==> config.mk <==
export PLATFORM = sky130hd
export DESIGN_NAME = apb_master
export DESIGN_NICKNAME = d
export VERILOG_FILES = /design/src/rtl/apb_pkg.sv /design/src/rtl/apb_wait_timer.sv /design/src/rtl/apb_master.sv
export SDC_FILE = /design/constraint.sdc
export NUM_CORES = 1
export LEC_CHECK = 0
export CORE_UTILIZATION = 41
export CTS_CLUSTER_DIAMETER = 50
export DETAILED_ROUTE_END_ITERATION = 8
export GPL_TIMING_DRIVEN = 0
export PLACE_DENSITY = 0.84
export SLEW_MARGIN = 20
export SYNTH_ARGS = -nofsm -noshare
export SYNTH_HDL_FRONTEND = slang
export SYNTH_SLANG_ARGS = --single-unit
==> constraint.sdc <==
create_clock -name pclk -period 4.4 [get_ports pclk]
set_input_delay 1.32 -clock pclk [delete_from_list [all_inputs] [get_ports pclk]]
set_output_delay 1.32 -clock pclk [all_outputs]
set_load 0.02 [all_outputs]
==> src/rtl/apb_pkg.sv <==
// apb_pkg: shared state encoding and default widths for the APB requester
package apb_pkg;
  localparam int APB_ADDR_W = 8;
  localparam int APB_DATA_W = 32;
  typedef enum logic [1:0] {
    ST_IDLE   = 2'b00,
    ST_SETUP  = 2'b01,
    ST_ACCESS = 2'b10
  } apb_state_t;
endpackage

==> src/rtl/apb_wait_timer.sv <==
// apb_wait_timer: saturating ACCESS wait counter that flags the last allowed wait cycle
module apb_wait_timer #(
  parameter int TIMEOUT = 16
) (
  input  logic pclk,
  input  logic preset,
  input  logic i_clr,
  input  logic i_en,
  output logic o_hit
);
  localparam int CW = (TIMEOUT > 0) ? $clog2(TIMEOUT + 1) : 1;
  localparam logic [CW-1:0] CMAX = (TIMEOUT > 0) ? CW'(TIMEOUT) : '1;
  logic [CW-1:0] r_cnt;
  // count stalled ACCESS cycles, holding at the ceiling instead of wrapping
  always_ff @(posedge pclk)
    if (preset || i_clr) r_cnt <= '0;
    else if (i_en && r_cnt != CMAX) r_cnt <= r_cnt + CW'(1);
  // hit means this stalled edge is the one that would bring the count to TIMEOUT
  assign o_hit = (TIMEOUT != 0) && (r_cnt == CMAX - CW'(1));
endmodule

==> src/rtl/apb_master.sv <==
// apb_master: single-outstanding valid/ready to APB SETUP/ACCESS requester with timeout
module apb_master
  import apb_pkg::*;
#(
  parameter int ADDR_W  = APB_ADDR_W,
  parameter int DATA_W  = APB_DATA_W,
  parameter int TIMEOUT = 16
) (
  input  logic              pclk,
  input  logic              preset,
  input  logic              cmd_valid,
  output logic              cmd_ready,
  input  logic              cmd_write,
  input  logic [ADDR_W-1:0] cmd_addr,
  input  logic [DATA_W-1:0] cmd_wdata,
  output logic              rsp_valid,
  output logic [DATA_W-1:0] rsp_rdata,
  output logic              rsp_timeout,
  output logic              psel,
  output logic              penable,
  output logic              pwrite,
  output logic [ADDR_W-1:0] paddr,
  output logic [DATA_W-1:0] pwdata,
  input  logic              pready,
  input  logic [DATA_W-1:0] prdata
);
  apb_state_t        r_state;
  logic              r_psel, r_penable, r_pwrite, r_rsp_valid, r_rsp_timeout;
  logic [ADDR_W-1:0] r_paddr;
  logic [DATA_W-1:0] r_pwdata, r_rsp_rdata;
  logic              w_hit, w_done, w_clr, w_en;
  assign cmd_ready = (r_state == ST_IDLE) && !preset;
  assign w_clr     = (r_state == ST_SETUP);
  assign w_en      = (r_state == ST_ACCESS) && !pready;
  assign w_done    = (r_state == ST_ACCESS) && (pready || w_hit);
  apb_wait_timer #(.TIMEOUT(TIMEOUT)) u_timer (
    .pclk   (pclk),
    .preset (preset),
    .i_clr  (w_clr),
    .i_en   (w_en),
    .o_hit  (w_hit)
  );
  // transfer sequencing; a late pready on the timeout edge still counts as completion
  always_ff @(posedge pclk) begin
    if (preset) begin
      r_state       <= ST_IDLE;
      r_psel        <= 1'b0;
      r_penable     <= 1'b0;
      r_pwrite      <= 1'b0;
      r_paddr       <= '0;
      r_pwdata      <= '0;
      r_rsp_valid   <= 1'b0;
      r_rsp_timeout <= 1'b0;
      r_rsp_rdata   <= '0;
    end else begin
      r_rsp_valid   <= w_done;
      r_rsp_timeout <= w_done && !pready;
      if (w_done) r_rsp_rdata <= (pready && !r_pwrite) ? prdata : '0;
      unique case (r_state)
        ST_IDLE:
          if (cmd_valid) begin
            r_state  <= ST_SETUP;
            r_psel   <= 1'b1;
            r_pwrite <= cmd_write;
            r_paddr  <= cmd_addr;
            r_pwdata <= cmd_wdata;
          end
        ST_SETUP: begin
          r_state   <= ST_ACCESS;
          r_penable <= 1'b1;
        end
        ST_ACCESS:
          if (w_done) begin
            r_state   <= ST_IDLE;
            r_psel    <= 1'b0;
            r_penable <= 1'b0;
          end
        default: r_state <= ST_IDLE;
      endcase
    end
  end
  assign psel        = r_psel;
  assign penable     = r_penable;
  assign pwrite      = r_pwrite;
  assign paddr       = r_paddr;
  assign pwdata      = r_pwdata;
  assign rsp_valid   = r_rsp_valid;
  assign rsp_timeout = r_rsp_timeout;
  assign rsp_rdata   = r_rsp_rdata;
endmodule

Yosys cells after proc, flatten, opt, wreduce, memory -nomap -nowiden
Cells that the tools add are included.
{"block": "totals", "out_inout_bits": 78, "register_bits": 84}
{"block": "classes", "add_sub_neg": 1, "n_reduce_logical": 18, "eq_ne": 6, "muxes": 8}
{"op": "$mux W32", "count": 1}
{"op": "$logic_and A1 B1 Y1", "count": 6}
{"op": "$pmux W2 S3", "count": 1}
{"op": "$reduce_and A2 Y1", "count": 3}
{"op": "$add A5 B1 Y5 const B", "count": 1}
{"op": "$eq A5 B4 Y1 const B", "count": 1}
{"op": "$ne A5 B5 Y1 const B", "count": 1}
{"op": "$mux W2", "count": 2}
{"op": "$ne A2 B2 Y1 const B", "count": 2}
{"op": "$pmux W1 S2", "count": 2}
{"op": "$reduce_bool A2 Y1", "count": 2}
{"op": "$logic_not A1 Y1", "count": 3}
{"op": "$reduce_and A3 Y1", "count": 1}
{"op": "$eq A2 B1 Y1 const B", "count": 1}
{"op": "$eq A2 B2 Y1 const B", "count": 1}
{"op": "$logic_not A2 Y1", "count": 1}
{"op": "$logic_or A1 B1 Y1", "count": 2}
{"op": "$mux W1", "count": 2}

Depth between registers and ports, before layout
Gate-level depths: netlist (run 1).
{"block": "logic_depth", "ltp_word": 5, "mapped_depth": 7}

Modules after synthesis
A second synthesis (run 1) with hierarchy kept.
{"block": "unflattened", "hier_cells": 380, "hier_area_um2": 3259.4}
{"mod": "apb_master", "area_each_um2": 2970.3, "instances": 1, "cells_per_inst": 350}
{"mod": "apb_wait_timer", "area_each_um2": 289.0, "instances": 1, "cells_per_inst": 30}

Worst setup path after synthesis (run 1)
OpenSTA, ideal clock, no wires.
{"block": "synth_timing", "kind": "input to output", "start": "input preset", "end": "output cmd_ready", "cell_stages": 2, "slack_ns": 1.085, "required_time_ns": 3.080, "arrival_time_ns": 1.995, "cell_sequence": "clkbuf_1 nor3_1"}
{"block": "synth_between", "elab_chain_cells": 2}
{"element": "start, declared", "line": "apb_master.sv:10", "text": "input logic preset,"}
{"element": "$logic_not A1 Y1", "line": "apb_master.sv:32", "text": "assign cmd_ready = (r_state == ST_IDLE) && !preset;"}
{"element": "$logic_and A1 B1 Y1", "line": "apb_master.sv:32"}
{"element": "end, declared", "line": "apb_master.sv:12", "text": "output logic cmd_ready,"}
No other way between the ends.

Worst setup path in the final report (run 1)
Ends and elaborated chain as after synthesis.

==> run summary, run 1 <==
The run finished with clean final reports. The run gives 7.81 mm as the total routed wirelength. Timing analysis after detailed placement gives a worst setup slack of 0.603 ns.

The tools report the count of cell types in the netlist as 28. The worst setup path is of the input port to output pin kind. The clock skew was 0.00771 ns. Routed signal wires occupy layers up through met4. The final count of negative-setup-slack endpoints was 0.

The global routing usage summed across all routing layers is 0.220. The number of H-tree levels was 3; the antenna violation net count after detailed routing was 0. The die is 85.3 um wide.

Setup repair after global routing left no endpoint under its margin. The logs give 0 for the global route total overflow and 155 for the number of ports placed on the die boundary. The tools report the critical path startpoint category as an input port.

The run gives 0 as the reported max-cap violation count. In this run, synthesis produced a sequential element count of 84. The number of global-route vias before repair is 2676. In this run the worst path has a maximum fanout of 10. The worst setup path is captured at an output pin. The region available for standard cell placement spans 0.00653 sq mm. The run gives 0 as the initial antenna violation count.

The repair_antennas step left the layout with diodes totalling 0. The fraction of final layout cells with drive strength greater than 1 works out to 0.0506. The normalized max-slew margin is 0.593. Multi-input combinational cell area: 0.00105 sq mm. The tree is rooted in a clkbuf_8.

The filler cells instantiated in the layout total 496. The share of the clock period used by the worst path after layout is 0.858. The sequential cell area is 0.00168 sq mm. For the pin with the worst max-slew slack, the measured transition is 0.610 ns.

The number of instances in the synthesized netlist came out at 305. For the final total negative setup slack, the log shows 0 ns. The final number of max-transition violations is 0. The global placer's final weighted congestion was 0.760; the layout-stage area growth over the synthesis result was 66.5%. Number of nets produced by synthesis: 385. The Yosys step of the flow raised 0 warnings. Clock-pin slew was measured on the worst setup and hold paths at 0.08 ns. For this run, the leading register cell type out of synthesis is dfxtp_1. The final-report hold violation count is 0, and the maximum clock rate is 265 MHz.

TritonCTS built the clock tree. Buffers added to address setup during post-CTS repair amount to 0. The floorplan step set the die height to 85.3 um. In this run the tool buffered the top-level ports with 153 buffer cells.

The placed wire-length estimate came out at 5.81 mm. In the layout the commonest cells are clkdlybuf4s50_1 (153), nand2_1 (84), dfxtp_1 (84). Summed over all nets, wire length on met3 after detailed routing comes to 568 um. Before antenna repair, the detailed router went through 4 iterations. The first routing iteration left 62 violations.

In this run the mean area of a mapped cell was 9.32 sq um. The die covers 0.00727 sq mm. The tools report the post-synthesis cell area as 0.00284 sq mm. The total routed wire length on the met1 layer is 3.10 mm.

The net count of the finished layout is 549. IR analysis of the VDD net gives a maximum drop of 215 uV. In the routed layout, each cell is associated on average with a via count of 5.05. For this design the ratio of total power to cell area is 376 mW/mm^2. Clock latency on the worst-skew pair, taken at its later pin, is 0.35 ns. The number of sinks on the clock net came out at 84. Starting density of the core: 0.435. Counting I/O delays and the setup requirement, the final critical path takes 3.77 ns. The async set or reset register ratio after synthesis was 0; the number of flops mapped to enable cells by yosys was 0.

The total met2 wirelength after detailed routing is 3.92 mm, and the count of placed standard cells in the final layout, fillers left out is 551. At the worst endpoint, the arrival time is 2.45 ns. The post-synthesis sequential area ratio is 0.592, and the worst-case hold slack is 0.458 ns. The path class of the tightest hold or removal check is flop to flop. The initialized floorplan defines 29 standard-cell rows.

Across all layers, the routed design uses 2783 vias. Summed over all cells, the static leakage comes to 1.80 nW. In the final routed layout, each cell accounts on average for 14.2 um. The commonest non-fill, non-tap cell in the layout was clkdlybuf4s50_1. The post-layout total power was 0.00178 W; the least setup slack across all paths after layout was 0.626 ns. Counting the buffers created by CTS gives 9.

After detailed routing, the number of remaining DRC violations is 0. The number of gates resized after CTS was 0. Entering global routing, the biggest net connects 15 pins.

STA puts the critical path data required time at 3.08 ns. The total instance count after detailed placement came out at 535. For this design, the CTS-stage hold fixing added 0 buffers. The logs give 2 for the maximum number of buffers from clock root to sink and 12.6 mm for the first-pass GRT wire length.
## flip-flops by register name (all words and copies together) (netlist names)
name and flops:
pwdata 32, rsp_rdata 32, paddr 8, u_timer.r_cnt 5, r_state 2, penable 1
psel 1, pwrite 1, rsp_timeout 1, rsp_valid 1
## final timing paths
| check | end | start | depth (start not counted) | slack [ns] |
|---|---|---|---|---|
| worst max-delay path | cmd_ready | preset | 3 | 0.63 |
| worst min-delay path | pwdata[8]$_SDFFE_PP0P_ | pwdata[8]$_SDFFE_PP0P_ | 2 | 0.46 |
| worst max register to register | penable$_SDFFE_PP0P_ | u_timer.r_cnt[0]$_SDFFE_PP0P_ | 7 | 2.17 |
| worst min register to register | pwdata[8]$_SDFFE_PP0P_ | pwdata[8]$_SDFFE_PP0P_ | 2 | 0.46 |
## metal layers
layer | vias up | GRT usage
met1 | 1292 | 0.248
met5 | - | 0
met3 | 21 | 0.0642
met2 | 100 | 0.378
li1 | 1370 | -
met4 | 0 | 0.114
## Yosys cell counts (2+ instances only)
cell type / number / area, sq um
a21oi_1: 46 / 230
o21ai_0: 3 / 15.0
nand2_1: 84 / 315
buf_2: 7 / 35.0
dfxtp_1: 84 / 1680
or3_1: 2 / 12.5
and3_1: 2 / 12.5
nor2_1: 2 / 7.51
nand3_1: 3 / 15.0
clkbuf_1: 15 / 56.3
nor3_1: 2 / 10.0
a22o_1: 32 / 280
inv_1: 6 / 22.5
ha_1: 3 / 37.5
## critical path, stage by stage
cell             delay, ns
clkbuf_1              0.22
nor3_1                0.24
clkdlybuf4s50_1       0.67
## cell type report
cell class	instances	area share
multi-input cells	193	0.221
well taps	77	0.0203
inverters	6	0.00476
plain buffers	22	0.0193
flip-flops and latches	84	0.355
repair buffers	153	0.323
clock buffers	10	0.0270
clock inverters	6	0.0288
## power breakdown
group / leakage (nW) / internal, W / switching [W] / total, W
combinational: 0.991 / 0.000140 / 0.000124 / 0.000263
sequential: 0.685 / 0.000793 / 0.0000176 / 0.000811
clock: 0.127 / 0.000436 / 0.000272 / 0.000707
## through the flow
step           utilization  instance area, sq um
3_5_place_dp         0.684                  4470
5_1_grt              0.725                  4730
4_1_cts              0.725                  4730
6_report             0.725                  4730
2_1_floorplan            -                  2840
3_3_place_gp         0.684                  4470
## cell families (layout without fill, tap and decap cells)
group | after synthesis | count (layout) | synth area share
and+or+nand+nor | 105 | 105 | 0.158
DFF | 84 | 84 | 0.592
adders and majority gates | 3 | 3 | 0.0132
AOI/OAI and AO/OA | 84 | 84 | 0.193
muxes | 1 | 1 | 0.00352
buffers and inverters | 28 | 197 | 0.0400
(Power assumes the default switching activity.)
==> run 2, diff against run 1 <==
Settings changed: CORE_UTILIZATION 41 to 60, DONT_BUFFER_PORTS set to 1, PLACE_DENSITY 0.84 to 0.76.
==> run summary, run 2 (synthesis results as in run 1) <==
Max-cap violations in this run came to 0. The final layout contains 396 nets. TritonCTS built the clock tree. After clock tree synthesis, the setup repair step added 0 buffers. The placed wire-length estimate was 4.22 mm. The path type of the worst min-delay path was flop to flop. Once layout is complete, the cells apart from fillers number 373.

The final reports fail on DRC. The signal on the critical path passes through clkbuf_1 > nor3_1. For the number of DRC violations after detailed-routing iteration 0, the log shows 80. The starting density of the core was 0.640. The detail route stage leaves a number of antenna-violating nets equal to 0. Setup violations remaining at the end of the flow were counted as 0.

The global placer's final weighted congestion is 0.794. The static leakage came out at 1.22 nW. The post-CTS clock slew at the launch and capture registers of the worst setup and hold paths is 0.08 ns. The run gives 0.34 ns as the clock network latency to the later pin of the worst-skew pair. In this run, CTS created clock tree buffers numbering 9.

The number of gates resized after CTS was 0. For the maximum clock rate, the log shows 287 MHz. Power density over the cells: 492 mW/mm^2. The fraction of final layout cells with drive strength greater than 1 is 0.0748. The global routing usage summed across all routing layers was 0.231. The tree is rooted in a clkbuf_8. The initial antenna violation count is 0.

The worst setup path is launched from an input port. The run gives 2012 as the number of global-route vias before repair. Final period demand of the worst path: 3.48 ns. For this run, design rule violations remaining after detail routing come to 2.

The number of hold buffers added after CTS was 0. The wire length per cell after detailed routing is 15.4 um, and the final-report hold violation count is 0. The total die area is 0.00502 sq mm, and the global route total overflow is 0. The area growth from synthesis to layout is 10.2%. The first-pass GRT wire length was 9.20 mm. For this block, the routed nets add up to 5.76 mm of wire. The share of the clock period used by the worst path after layout was 0.792. 155 I/O pins were placed. The run gives 494 um as the length of routed met3 wiring. The clock arrives with 0.0102 ns of skew. The total number of vias is 2115, and the total met2 wirelength after detailed routing is 2.65 mm. The core area is 0.00444 sq mm. At the pin with the least slew margin, the transition time is 0.740 ns. The flow ran to the end, but the final reports show violations. The largest single stage delay on the critical path is 0.63 ns. Entering global routing, the biggest net connects 15 pins. In the final timing run, aggregate negative setup slack is 0 ns. Kind of critical path: input port to output pin. In this design, the largest share of critical-path delay is due to simple AND/OR/NAND/NOR gates. Counting every sink on the clock net gives 84. The top cell types in the final layout, fill and taps aside, are nand2_1 (84), dfxtp_1 (84), a21oi_1 (46). The horizontal extent of the die is 70.8 um, and the number of placement rows is 24. The first detailed-routing pass took 8 iterations. The critical-path maximum fanout is 10.

In this run the deepest clock path goes through 2 buffers. The worst setup path is captured at an output pin. In this run the tool buffered the top-level ports with 0 buffer cells. Setup repair after global routing left no endpoint under its margin. After detailed routing, the wire length on met1 is 2.50 mm. Number of diodes: 0.

The highest layer touched by signal routing is met4. The worst-case IR drop observed on VDD is 304 uV. The number of H-tree levels is 3, and the number of buffers and inverters on the critical path is 1.

The run gives 0.503 as the normalized max-slew margin. After detailed routing, the number of vias per cell comes to 5.67. The required time of the worst setup path was 3.08 ns. On the critical path, the stage with the largest delay is an instance of nor3_1.

Final number of max-transition violations: 0. The data arrival time of the worst path was 2.16 ns; the total instance count after detailed placement was 357. The filler cell count was 344; the die height was 70.8 um.
==> run 2: stage by stage <==
step	util	area [sq um]	hold WS [ns]	worst slack [ns]	total power, W
floorplan	-	2840	0.466	1.09	0.000937
global placement	0.654	2910	0.483	0.942	0.000958
detailed placement	0.654	2910	0.494	0.910	0.000962
CTS	0.705	3130	0.504	0.909	0.00155
global route	0.705	3130	0.520	0.844	0.00160
finish	0.705	3130	0.502	0.917	0.00154
==> run 2: cell type report <==
class	instances	area, sq um	area share
inverter	6	22.5	0.00719
clock inverter	5	83.8	0.0268
buffer	22	91.3	0.0292
tap	52	65.1	0.0208
sequential	84	1680	0.537
multi-input combinational	193	1050	0.334
clock buffer	11	141	0.0451
==> run 2: path summary, 6_finish.rpt <==
kind	startpoint	to	slack [ns]	cells after the start
max	preset	cmd_ready	0.92	2
min	u_timer.r_cnt[4]$_SDFFE_PP0P_	u_timer.r_cnt[4]$_SDFFE_PP0P_	0.50	2
max reg2reg	u_timer.r_cnt[0]$_SDFFE_PP0P_	penable$_SDFFE_PP0P_	2.22	7
min reg2reg	u_timer.r_cnt[4]$_SDFFE_PP0P_	u_timer.r_cnt[4]$_SDFFE_PP0P_	0.50	2
==> run 2: routing by layer <==
metal	track usage	vias up
li1	-	1060
met1	0.290	950
met2	0.358	93
met3	0.0769	12
met4	0.118	0
met5	0	-
==> run 2: worst min-delay path: cells and delay by family, from the launching register on <==
family / cells / cell delay (ns)
DFF: 1 / 0.32
buffers and inverters: 1 / 0.07
AOI/OAI and AO/OA: 1 / 0.07
==> run 2: power by group <==
group / leakage (nW) / internal (W) / switching, W / total [W]
Sequential: 0.685 / 0.000793 / 0.0000622 / 0.000856
Clock: 0.106 / 0.000337 / 0.000261 / 0.000599
Combinational: 0.426 / 0.0000304 / 0.0000573 / 0.0000878
Total: 1.22 / 0.00116 / 0.000381 / 0.00154
==> run 3, diff against run 2 <==
Settings changed: CORE_UTILIZATION 60 to 55, PLACE_DENSITY 0.76 to 0.73.
Clock period 4.4 ns to 3 ns, I/O delays scaled along.
==> run summary, run 3 (synthesis results as in run 1) <==
TritonCTS built the clock tree. The final-report hold violation count is 0, and the number of input and output port buffers inserted is 0. For this block, the routed nets add up to 5.94 mm of wire.

The transition time of the tightest slew-check pin works out to 0.820 ns. Setup repair after global routing left no endpoint under its margin. In this design, the largest share of critical-path delay is due to simple AND/OR/NAND/NOR gates. For the number of DRC violations after detailed-routing iteration 0, the log shows 104. The tools report the clock root buffer as clkbuf_8. At the end of the flow, the number of nets in the layout was 396.

The proportion of total power due to net switching was 0.234; the number of ports placed on the die boundary was 155. The longest clock path from root to sink contains 2 buffers. The fraction of final layout cells with drive strength greater than 1 works out to 0.0750. The number of global-route vias before repair came out at 2000.

The tools report the starting density of the core as 0.586. Summed over all nets, the half-perimeter wirelength after detailed placement is 4.33 mm. For the number of buffers inserted for hold repair after clock tree synthesis, the log shows 0. Across all register-to-register paths, the minimum setup slack is 0.79 ns.

The normalized max-slew margin is 0.449. The path type of the worst min-delay path was flop to flop. The number of buffers and inverters on the critical path was 1; the routed via count divided by cell count was 5.60. The start of the worst register-to-register path is u_timer.r_cnt[0]$_SDFFE_PP0P_. The run finished with clean final reports.

Setup violations remaining at the end of the flow were counted as 0. For the total instance count after detailed placement, the log shows 372. For the number of placement rows, the log shows 25. The final period demand of the worst path works out to 2.68 ns.

Entering global routing, the biggest net connects 14 pins. Summed over all layers, the global routing overflow is 0. After clock tree synthesis, the clock-pin slew on the worst setup and hold paths is 0.07 ns. The worst stage delay on the critical path came out at 0.68 ns.

In the final routed layout, each cell accounts on average for 15.3 um. Summed over all cells, the static leakage comes to 1.23 nW. The signal on the critical path passes through clkbuf_1 > nor3_1. In this run the power density over the cells is 733 mW/mm^2.

In this run the number of H-tree levels came out at 3. The number of sinks on the clock net is 84, and the antenna violation net count after detailed routing is 0. The number of antenna diodes in the final layout is 0. The tools report the filler cell count as 409.

The final number of max-transition violations came out at 0. After layout, the design draws a total of 0.00232 W. The first TritonRoute pass finished after 4 iterations.

STA classifies the critical path endpoint as an output pin. The layout-stage area growth over the synthesis result came out at 11.3%. The internal cell power is 0.00178 W, and the data arrival time of the worst path is 1.78 ns.

The kind of critical path was input port to output pin. The initial antenna violation count was 0; the total die area was 0.00546 sq mm. The logs give 387 for the count of placed standard cells in the final layout, fillers left out and 0.215 for the global routing usage summed across all routing layers.

STA puts the critical path data required time at 2.10 ns. In this run the post-CTS setup repair buffer count came out at 0. The first-pass GRT wire length is 8.86 mm, and the final total negative setup slack is 0 ns. The proportion of power drawn by flip-flops and latches is 0.541.

In this run the most critical hold path is launched from u_timer.r_cnt[4]$_SDFFE_PP0P_. The critical-path maximum fanout is 10. After clock tree synthesis, the repair step resized 0 gates.

The critical path startpoint category is an input port. Measured along the y axis, the die boundary spans 73.9 um. The detailed router placed 2168 vias in this run. The largest individual stage delay along the critical path comes from the cell nor3_1.

The horizontal extent of the die works out to 73.9 um. The analysis attributes to net switching a power of 0.000543 W. The share of the clock period used by the worst path after layout is 0.895, and the maximum vdd drop is 387 uV. Combinational fraction of design power: 0.056. Clock skew on the completed layout was measured at 0.00581 ns. The clock share of power was 0.403; the DRC violation count after routing was 0. The congestion estimate from routability-driven global placement came to 0.728. In this run, CTS created clock tree buffers numbering 9. Leaving out fill and tap cells, the most frequent cells in the layout are nand2_1 (84), dfxtp_1 (84), a21oi_1 (46).

The run gives 0 as the reported max-cap violation count. The core region is 0.00485 sq mm. For this run, the top clock speed supported by timing is 373 MHz.

Start point of the critical path: preset. The clock network latency to the later pin of the worst-skew pair is 0.33 ns.
-- run 3: worst paths after layout --
| path | depth (start not counted) | endpoint |
|---|---|---|
| setup / recovery | 2 | cmd_ready |
| hold / removal | 2 | u_timer.r_cnt[4]$_SDFFE_PP0P_ |
| setup reg to reg | 7 | penable$_SDFFE_PP0P_ |
| hold reg to reg | 2 | u_timer.r_cnt[4]$_SDFFE_PP0P_ |
-- run 3: final cells by class --
type | count | area [sq um] | share of cell area
flip-flops and latches | 84 | 1680 | 0.531
multi-input cells | 193 | 1050 | 0.331
clock buffers | 10 | 138 | 0.0435
clock inverters | 5 | 100 | 0.0316
plain buffers | 22 | 91.3 | 0.0289
well taps | 67 | 83.8 | 0.0265
inverters | 6 | 22.5 | 0.00712
-- run 3: stage by stage --
step | setup slack [ns] | util | hold slack [ns] | area [sq um]
after global placement | 0.345 | 0.604 | 0.482 | 2930
final | 0.316 | 0.653 | 0.500 | 3160
after detailed placement | 0.336 | 0.604 | 0.487 | 2930
after global routing | 0.280 | 0.653 | 0.527 | 3160
after CTS | 0.337 | 0.653 | 0.499 | 3160
after floorplan | 0.525 | - | 0.466 | 2840
-- run 3: metal layers --
metal  wire [um]  GRT usage  vias up
met3         451     0.0562       10
met2        2930      0.348       91
met5           0          0        -
met1        2450      0.266     1008
met4         103      0.107        0
li1            -          -     1059
-- run 3: power by group through the flow --
stage | Sequential (W) | Clock, W | Combinational (W)
2_1_floorplan | 0.00127 | 0 | 0.000104
3_3_place_gp | 0.00128 | 0 | 0.000126
3_5_place_dp | 0.00128 | 0 | 0.000130
4_1_cts | 0.00126 | 0.000956 | 0.000130
5_1_grt | 0.00126 | 0.000998 | 0.000148
6_report | 0.00125 | 0.000936 | 0.000129
